[src/rtl/mult_pkg.sv]
// Shared constants and state encoding for the sequential radix-2 Booth multiplier.
package mult_pkg;
    localparam int OP_W   = 8;
    localparam int ACC_W  = 9;
    localparam int PROD_W = 17;
    localparam int STEPS  = 8;
    localparam int CNT_W  = 4;

    typedef enum logic [1:0] {
        IDLE = 2'd0,
        BUSY = 2'd1,
        DONE = 2'd2
    } state_t;
endpackage

[src/rtl/booth_step.sv]
// One combinational radix-2 Booth iteration: add/subtract M by {Q[0],q_1},
// then arithmetic shift of {A,Q,q_1} right by one.
module booth_step
    import mult_pkg::*;
(
    input  logic [ACC_W-1:0] a,
    input  logic [ACC_W-1:0] m,
    input  logic [OP_W-1:0]  q,
    input  logic             q_1,
    output logic [ACC_W-1:0] a_next,
    output logic [OP_W-1:0]  q_next,
    output logic             q_1_next
);
    logic [ACC_W-1:0] sum;

    always_comb begin
        sum = a;
        case ({q[0], q_1})
            2'b01:   sum = a + m;
            2'b10:   sum = a - m;
            default: sum = a;
        endcase
        a_next   = {sum[ACC_W-1], sum[ACC_W-1:1]};
        q_next   = {sum[0], q[OP_W-1:1]};
        q_1_next = q[0];
    end
endmodule

[src/rtl/multiply.sv]
// Sequential 8x8 signed Booth multiplier: load on start, eight steps, hold in DONE.
module multiply
    import mult_pkg::*;
(
    input  logic              rst,
    input  logic              start,
    output logic [PROD_W-1:0] prod,
    input  logic [OP_W-1:0]   inp1,
    input  logic [OP_W-1:0]   inp2,
    input  logic              clk,
    output logic              rdy
);
    // Handshake: start is a level request sampled only in IDLE; rdy stays high
    // with prod valid until start is seen low, so every new multiply needs start
    // to drop first. prod keeps its last result until the next multiply completes.
    state_t           state;
    logic [ACC_W-1:0] a;
    logic [ACC_W-1:0] m;
    logic [OP_W-1:0]  q;
    logic             q_1;
    logic [CNT_W-1:0] cnt;

    logic [ACC_W-1:0] a_n;
    logic [OP_W-1:0]  q_n;
    logic             q_1_n;

    booth_step u_step (
        .a        (a),
        .m        (m),
        .q        (q),
        .q_1      (q_1),
        .a_next   (a_n),
        .q_next   (q_n),
        .q_1_next (q_1_n)
    );

    always_ff @(posedge clk or posedge rst) begin
        if (rst) begin
            state <= IDLE;
            a     <= '0;
            m     <= '0;
            q     <= '0;
            q_1   <= 1'b0;
            cnt   <= '0;
            rdy   <= 1'b0;
            prod  <= '0;
        end else begin
            case (state)
                IDLE: begin
                    if (start) begin
                        a     <= '0;
                        m     <= {inp1[OP_W-1], inp1};
                        q     <= inp2;
                        q_1   <= 1'b0;
                        cnt   <= '0;
                        state <= BUSY;
                    end
                end
                BUSY: begin
                    a   <= a_n;
                    q   <= q_n;
                    q_1 <= q_1_n;
                    cnt <= cnt + 1'b1;
                    // Capture the product from the final step so it is valid with rdy.
                    if (cnt == CNT_W'(STEPS - 1)) begin
                        state <= DONE;
                        rdy   <= 1'b1;
                        prod  <= {a_n, q_n};
                    end
                end
                DONE: begin
                    if (!start) begin
                        state <= IDLE;
                        rdy   <= 1'b0;
                    end
                end
                default: begin
                    state <= IDLE;
                    rdy   <= 1'b0;
                end
            endcase
        end
    end
endmodule

[config.mk]
export PLATFORM = sky130hd
export DESIGN_NAME = multiply
export DESIGN_NICKNAME = d
export VERILOG_FILES = /design/src/rtl/mult_pkg.sv /design/src/rtl/booth_step.sv /design/src/rtl/multiply.sv
export SDC_FILE = /design/constraint.sdc
export NUM_CORES = 1
export LEC_CHECK = 0
export CAP_MARGIN = 10
export CORE_MARGIN = 5
export CORE_UTILIZATION = 30
export CTS_CLUSTER_SIZE = 10
export DETAILED_ROUTE_END_ITERATION = 10
export SLEW_MARGIN = 20
export SYNTH_ARGS = -nofsm -noshare
export SYNTH_HDL_FRONTEND = slang
export SYNTH_SLANG_ARGS = --single-unit
[constraint.sdc]
create_clock -name clk -period 3.81 [get_ports clk]
set_clock_uncertainty 0.1 [all_clocks]
set_input_delay 0.762 -clock clk [delete_from_list [all_inputs] [get_ports clk]]
set_output_delay 0.762 -clock clk [all_outputs]
set_load 0.05 [all_outputs]
==> qor.txt, run 1 <==
Worst setup EP type: register
CP Max Fanout: 9
Worst Max-Slew Pin Slew: 0.908 ns
Netlist Area Pre-Place: 2550 sq um
Port Buffers: 36
status: finished clean
clk slew on worst S/H paths: 0.09 ns
most used cell along the critical path: xnor2_1
CORE AREA: 8260 sq um
CTS Root Cell: clkbuf_8
Congestion Overflow GR: 0
antenna violations before repair: 0
kind of critical path: register to register
type of origin of the critical path: register
die width: 102 microns
setup repair after global routing missed its margin: false
worst endpoint data arrival time: 2.84 ns
Slew Viols, Final: 0
Final nets: 354
vias in the first global route: 2,033
DP HPWL: 4.00 mm
DR WL/cell: 13.2 microns
Max Clock Freq: 361 MHz
Finish-stage setup viols: 0
r2r setup slk: 1.04 ns
CTS tree: yes
final setup margin: 1.04 ns
# Max-Cap Violations: 0
aggregate global-route resource usage: 0.120
placed cell area: 3010 sq um
floorplan die height: 102 microns
gp weighted congestion: 0.843
H-tree levels: 2
Site Rows: 33
fin crit period: 2.77 ns
final period utilization: 0.727
1st-pass router iterations: 4
pre-CTS WS: 1.09 ns
Synth Register Bits: 48
Max-slew headroom: 0.394
Post-Synthesis Net Count: 322
final hold vios: 0
Critical Path Max Stage Delay: 0.50 ns
Syn Area/Cell: 8.76 sq um
Setup TNS Final: 0 ns
CTS Buf Count: 5
sequential area share after synthesis: 0.471
cell chain of the critical path: nor3_1 -> a31oi_1 -> xnor2_1 -> ha_1 -> a21oi_1 -> o21ai_0 -> or4_4 -> nand2_2 -> xnor2_1 -> o21ai_1
clock buffer depth: 2
Mapped Cells: 291
Initial Util: 0.309
n_diodes: 0
Syn. warnings: 0
final core occ: 0.374
Worst-Skew Late Latency: 0.30 ns
Synth-to-Final Area Change: 21.1%
initial drt markers: 174
largest net degree at the start of global routing: 49
Hold Path Class: register to register
IO Pins: 37
die area: 10,400 sq um
layout cells sized above 1: 0.0526
first-pass GRT wire length: 9.92 mm
final antenna-violating net count: 0
drt total wl: 5.65 mm
# DRC: 0
post_cts resized: 0
DR vias: 2,050
post-route cell area: 3090 sq um
Setup Fix Bufs, Post-CTS: 0
Via density: 4.79
Filler cells: 856
CP max-delay cell: or4_4
Sink Count: 48
CP required: 3.88 ns
hold-fix buffers at CTS: 0
Netlist cell types: 42
==> registers in the layout (all words and copies together) (netlist names) <==
name and flops:
a 8, cnt 4, m 8, prod 16
q 8, q_1 1, rdy 1, state 2
==> area by class of cell <==
class,count,area (sq um),area share
flip-flops and latches,48,1200,0.389
multi-input cells,219,1250,0.406
repair buffers,40,390,0.126
well taps,105,131,0.0425
clock buffers,6,72.6,0.0235
clock inverters,1,5.00,0.00162
inverters,9,35.0,0.0113
==> path summary, 6_finish.rpt <==
path,start,to,depth (start not counted)
max,m[2],prod[15],10
min,prod[7],prod[7],2
max reg2reg,m[2],prod[15],10
min reg2reg,prod[7],prod[7],2
max in group asynchronous,rst,prod[5],2
min in group asynchronous,rst,q[2],2
==> layer usage <==
layer / wire (microns) / vias up / GRT usage
li1: - / 1051 / -
met1: 2730 / 937 / 0.168
met2: 2500 / 55 / 0.183
met3: 314 / 7 / 0.0225
met4: 106 / 0 / 0.0494
met5: 0 / - / 0
==> cells by family after synthesis <==
group                      Yosys count  share of synthesized area
and+or+nand+nor                    131                      0.228
muxes                                6                     0.0240
AOI/OAI and AO/OA                   59                      0.140
DFF                                 48                      0.471
adders and majority gates           12                     0.0618
xor gates and xnor gates            11                     0.0378
buffers and inverters               24                     0.0373
==> stage by stage <==
step           std cells  hold slack [ns]
2_1_floorplan        291            0.356
3_3_place_gp         421            0.360
3_5_place_dp         421            0.364
4_1_cts              428            0.385
5_1_grt              428            0.410
6_report             428            0.376
==> cell usage in the layout (no fill, tap or decap), types with 2 or more instances in the layout <==
cell             netlist  routed
o211ai_1               2       2
nand2_1               85      85
nand2b_1               3       3
mux2i_1                5       5
a21oi_1               13      13
nor2b_1                4       4
o21ai_0                4       4
a22oi_1                2       2
inv_1                  8       7
a31oi_1               11      11
ha_1                  11      11
nor3_1                 4       4
clkinv_2               0       2
xnor2_1               10      10
clkdlybuf4s50_1        0      36
clkbuf_8               0       5
o21ai_1               16      16
a22o_1                 4       4
nand4_1                3       3
buf_4                  1       4
nand3_1                4       4
nor2_1                19      19
dfrtp_1               48      48
==> cells in the mapped netlist (all sizes together) <==
| cell type | count | area share |
|---|---|---|
| a211oi | 1 | 0.0029 |
| a21o | 1 | 0.0029 |
| a21oi | 13 | 0.026 |
| a22o | 4 | 0.014 |
| a22oi | 2 | 0.0059 |
| a31oi | 11 | 0.027 |
| a32o | 1 | 0.0039 |
| and2 | 1 | 0.0025 |
| buf | 2 | 0.0049 |
| clkbuf | 13 | 0.019 |
| dfrtp | 48 | 0.47 |
| fa | 1 | 0.0079 |
| ha | 11 | 0.054 |
| inv | 9 | 0.013 |
| mux2 | 1 | 0.0044 |
| mux2i | 5 | 0.020 |
| nand2 | 86 | 0.13 |
| nand2b | 3 | 0.0074 |
| nand3 | 4 | 0.0079 |
| nand3b | 1 | 0.0029 |
| nand4 | 3 | 0.0074 |
| nor2 | 19 | 0.028 |
| nor2b | 4 | 0.0098 |
| nor3 | 5 | 0.012 |
| nor4 | 1 | 0.0083 |
| nor4b | 1 | 0.0034 |
| nor4bb | 1 | 0.0039 |
| o2111a | 1 | 0.0044 |
| o211ai | 2 | 0.0059 |
| o21a | 1 | 0.0029 |
| o21ai | 20 | 0.039 |
| o21bai | 1 | 0.0029 |
| o31ai | 1 | 0.0029 |
| or3 | 1 | 0.0025 |
| or4 | 1 | 0.0044 |
| xnor2 | 10 | 0.034 |
| xor2 | 1 | 0.0034 |
==> critical path, delay by kind of cell (launching register included) <==
kind | cells | cell delay, ns
AND/OR/NAND/NOR | 3 | 0.86
flip-flops | 1 | 0.48
AO/OA/AOI/OAI | 4 | 0.56
adder cells (fa/ha/maj) | 1 | 0.39
XOR/XNOR | 2 | 0.25
Power of run 1 is not shown: default switching activity piles up to over one toggle a cycle in this logic, so the estimate is an artifact.
==> run 2, diff against run 1 <==
Clock period 3.81 ns to 2.6 ns, I/O delays scaled along.
==> run 2 against run 1 <==
Sequential share of layout area is 2.8 points lower; sequential cell count stayed put; core utilization is 3.0 points higher; global-route usage is 0.62 points higher; clock-buffer cell count stayed put; highest routed layer unchanged.
==> qor.txt, run 2 (synthesis gave the netlist of run 1 again) <==
status: finished clean
IO Pins: 37
# Max-Cap Violations: 0
cell chain of the critical path: inv_1 -> ha_4 -> nor2_1 -> xnor2_1 -> ha_1 -> a21oi_2 -> a21oi_1 -> or4_4 -> nand2_2 -> xnor2_1 -> o21ai_1
worst reg2reg path depth: 11
setup repair after global routing missed its margin: true
CTS tree: yes
Reg area: 1200 sq um
Hold Path Class: register to register
Buf/Inv on CP: 1
DP HPWL: 4.37 mm
Sink Count: 48
final hold slack: 0.377 ns
clock buffer depth: 2
Worst setup EP type: register
floorplan die height: 102 microns
Initial Util: 0.309
aggregate global-route resource usage: 0.126
kind of critical path: register to register
CP required: 2.66 ns
Worst Max-Slew Pin Slew: 0.675 ns
DR WL/cell: 13.3 microns
Port Buffers: 36
final period utilization: 0.994
n_diodes: 0
Finished Layout Cells: 452
family with the most delay on the worst path: simple AND/OR/NAND/NOR gates
Worst-Skew Late Latency: 0.30 ns
Levels on crit path: 11
max reg flops: 16
final antenna-violating net count: 0
placed cell area: 3130 sq um
Cell Count Post-Placement: 435
CTS Buf Count: 5
area of the multi-input gates: 1300 sq um
die area: 10,400 sq um
Via density: 4.68
drt total wl: 6.01 mm
Critical Path Max Stage Delay: 0.52 ns
1st-pass router iterations: 4
Final nets: 377
type of origin of the critical path: register
DR vias: 2,116
H-tree levels: 2
final hold vios: 0
commonest cells after routing, fill and taps aside: 85 x nand2_1, 46 x dfrtp_1, 36 x clkdlybuf4s50_1, 26 x buf_4, 19 x nor2_1
Finish-stage setup viols: 0
layout cells sized above 1: 0.147
Slew Viols, Final: 0
clk slew on worst S/H paths: 0.09 ns
# DRC: 0
worst endpoint data arrival time: 2.65 ns
first-pass GRT wire length: 10.5 mm
Max Clock Freq: 387 MHz
commonest non-fill, non-tap cell in the layout: nand2_1
Biggest register: prod
CORE AREA: 8260 sq um
most used cell along the critical path: xnor2_1
Congestion Overflow GR: 0
largest net degree at the start of global routing: 32
gp weighted congestion: 0.835
vias in the first global route: 2,158
CP Max Fanout: 5
Site Rows: 33
Hold Path Stages: 2
Filler cells: 838
CP max-delay cell: or4_4
Synth-to-Final Area Change: 30.8%
antenna violations before repair: 0
post-route cell area: 3330 sq um
Max-slew headroom: 0.549
fin crit period: 2.58 ns
CTS Root Cell: clkbuf_8
die width: 102 microns
hold-fix buffers at CTS: 0
initial drt markers: 102
==> run 2: changes by cell type in the layout (fill, tap and decap cells not counted), moves of 2 or more <==
cell / previous run / this run
buf_4: 4 / 26
a21oi_1: 13 / 9
a21oi_2: 0 / 4
dfrtp_1: 48 / 46
dfrtp_2: 0 / 2
==> run 2: stage by stage <==
step | util | setup WS [ns] | TNS (ns)
floorplan | - | 0.0219 | 0
global placement | 0.379 | -0.0122 | -0.0122
detailed placement | 0.379 | -0.0602 | -0.0817
CTS | 0.399 | 0.000814 | 0
global route | 0.404 | -0.132 | -0.252
finish | 0.404 | 0.0153 | 0
==> run 2: final cells by class <==
type / instances / area share
multi-input cells: 219 / 0.389
repair buffers: 63 / 0.173
well taps: 105 / 0.0394
inverters: 9 / 0.0101
clock inverters: 2 / 0.00300
clock buffers: 6 / 0.0248
flip-flops and latches: 48 / 0.361
==> run 2: worst min-delay path, delay by kind of cell (launching register included) <==
family,cells,cell delay [ns]
DFF,1,0.35
and+or+nand+nor,2,0.11
==> run 2: worst paths after layout <==
path | endpoint | slack (ns) | from
min in group asynchronous | m[1] | 0.43 | rst
min | prod[4] | 0.38 | prod[4]
max reg2reg | prod[15] | 0.02 | q_1
max in group asynchronous | a[5] | 1.48 | rst
max | prod[15] | 0.02 | q_1
min reg2reg | prod[4] | 0.38 | prod[4]
==> run 2: layer usage <==
metal	GRT usage	part of all wire
met4	0.0515	0.012
met5	0	0
met2	0.188	0.44
met1	0.183	0.51
met3	0.0205	0.038
==> run 2: timing repair <==
item                       4_1_cts  5_1_grt
resized for setup                6        4
pin swaps                        2        3
hold endpoints to repair         0        0
buffers inserted                 6        3
cloned                           0        0
setup endpoints to repair        3        9
Power of run 2 is left out for the same reason.
==> run 3, diff against run 2 <==
Settings changed: SYNTH_HIERARCHICAL set to 1.
==> run 3 against run 2 <==
Setup slack worse by 0.064 ns; first-iteration DRC count is 75% lower; sequential cell count rose by 2; register-to-register slack lost 0.06 ns; highest routed layer unchanged; synthesized cell count fell by 17%; area after synthesis is 7.7% higher; design area rose by 9.9%; sequential share of layout area down 2.0 points; critical path depth is the same; the flow now finishes with violations (setup timing).
==> qor.txt, run 3 <==
status: complete, but fails checks
failing checks: setup timing
Simple-Gate Fraction of Synth Area: 0.0994
Worst Max-Slew Pin Slew: 0.515 ns
Buf/Inv on CP: 1
EDFF count, synth: 0
Finish-stage setup viols: 4
Most used DFF post-synth: dfrtp_1
Via density: 4.85
final hold vios: 0
gp weighted congestion: 0.811
FFs w/ async S/R, synth: 1.00
Regs by FF count: prod (17), a (9)
IO Pins: 37
Final nets: 329
commonest non-fill, non-tap cell in the layout: dfrtp_1
final period utilization: 1.02
vias in the first global route: 2,105
mux contribution to synthesized area: 0.150
post-route cell area: 3670 sq um
max reg flops: 17
CP Max Fanout: 5
clk slew on worst S/H paths: 0.10 ns
final setup margin: -0.0488 ns
n_diodes: 0
Max-slew headroom: 0.655
Synth Area in Compound Gates: 0.151
commonest cells after routing, fill and taps aside: 50 x dfrtp_1, 36 x clkdlybuf4s50_1, 28 x buf_4, 17 x nand2_1, 16 x mux2_2
synth cell count leaders: 50 x dfrtp_1, 18 x mux2_2, 17 x nand2_1, 16 x o21ai_0
clock buffer depth: 2
die width: 106 microns
Hold Path Class: primary input to async pin
Synth Register Bits: 50
layout cells sized above 1: 0.341
Post-Synthesis Net Count: 273
Biggest register: prod
setup repair after global routing missed its margin: true
Filler cells: 851
share of the synthesized area in the top cell type: 0.456
CP max-delay cell: dfrtp_1
initial drt markers: 26
1st-pass router iterations: 4
Finished Layout Cells: 410
DR vias: 1,987
antenna violations before repair: 0
combinational family with the most area after synthesis: compound AO/OA/AOI/OAI gates
aggregate global-route resource usage: 0.114
largest cells by area after synthesis: dfrtp_1 46%, mux2_2 7.4%, ha_1 5.0%
xor/xnor share of the synthesized area: 0.0319
sequential area share after synthesis: 0.456
DR WL/cell: 14.9 microns
final antenna-violating net count: 0
H-tree levels: 2
Max Clock Freq: 378 MHz
Netlist Area Pre-Place: 2750 sq um
Mapped Cells: 242
Cell Count Post-Placement: 396
Synth-to-Final Area Change: 33.5%
CP required: 2.70 ns
DP HPWL: 4.24 mm
placed cell area: 3340 sq um
cell chain of the critical path: nor3_2 -> buf_4 -> a31oi_2 -> xnor2_1 -> ha_2 -> nor4_4 -> o21ai_2 -> and4_4 -> nor3_4 -> xor2_2 -> mux2_4
kind of critical path: register to register
area leader, netlist: dfrtp_1
largest net degree at the start of global routing: 29
Worst-Skew Late Latency: 0.31 ns
Site Rows: 35
drt total wl: 6.09 mm
CTS Buf Count: 5
CTS tree: yes
Syn. warnings: 6
CORE AREA: 9060 sq um
pre-CTS WS: -0.166 ns
fin crit period: 2.65 ns
Initial Util: 0.303
Sink Count: 50
first-pass GRT wire length: 10.4 mm
Netlist cell types: 47
Syn Area/Cell: 11.3 sq um
Adder-Cell Fraction of Synth Area: 0.0574
die area: 11,200 sq um
count leader, synth: dfrtp_1
worst endpoint data arrival time: 2.75 ns
Port Buffers: 36
CTS Root Cell: clkbuf_8
Critical Path Max Stage Delay: 0.40 ns
Congestion Overflow GR: 0
family with the most delay on the worst path: simple AND/OR/NAND/NOR gates
floorplan die height: 106 microns
# Max-Cap Violations: 0
Slew Viols, Final: 0
# DRC: 0
Worst setup EP type: register
type of origin of the critical path: register
## run 3: changes by cell type in the layout (fill, tap and decap cells not counted), moves of 7 or more
cell     delta
nor2_1     -13
a31oi_1    -10
o21ai_1    -12
a22o_1      +7
o21ai_0     +9
nand2_1    -68
mux2_4     +10
mux2_2     +15
## run 3: metal layers
layer,track usage,vias to the layer above,routed length [microns]
li1,-,974,-
met2,0.183,31,2830
met5,0,-,0
met4,0.0333,0,91
met1,0.152,976,3010
met3,0.0306,6,160
## run 3: through the flow
stage                     TNS [ns]  utilization  hold WS, ns
after floorplan                  0            -        0.351
after global placement      -0.604        0.368        0.389
after detailed placement    -0.691        0.368        0.393
after CTS                   -0.129        0.398        0.399
after global routing         -1.67        0.404        0.423
final                       -0.142        0.404        0.394
## run 3: area by class of cell
class,instances,area (sq um),share of cell area
multi-input combinational,165,1530,0.417
sequential,50,1250,0.341
timing repair buffer,67,613,0.167
tap,111,139,0.0379
clock buffer,6,82.6,0.0225
inverter,9,33.8,0.00922
clock inverter,2,16.3,0.00444
## run 3: logic make-up (layout without fill, tap and decap cells)
logic type      Yosys count  in the layout
simple gates             48             48
compound gates           60             60
flops                    50             50
buf+inv                  27             84
mux                      35             35
xor+xnor                 10             10
fa+ha+maj                12             12
## run 3: final timing paths
check	startpoint	slack, ns	to	depth (start not counted)
min in group clk	cnt[2]	0.42	cnt[2]	1
max in group asynchronous	rst	1.49	state[0]	3
max	m[3]	-0.05	prod[15]	11
min reg2reg	cnt[2]	0.42	cnt[2]	1
min	rst	0.39	prod[2]	2
max reg2reg	m[3]	-0.05	prod[15]	11
## run 3: repair_timing
item / in CTS / in global routing
hold buffers: 0 / 0
buffers inserted: 6 / 0
hold endpoints to repair: 0 / 0
setup endpoints to repair: 10 / 12
pin swaps: 19 / 6
gates resized for setup: 28 / 13
Power of run 3 is left out for the same reason.
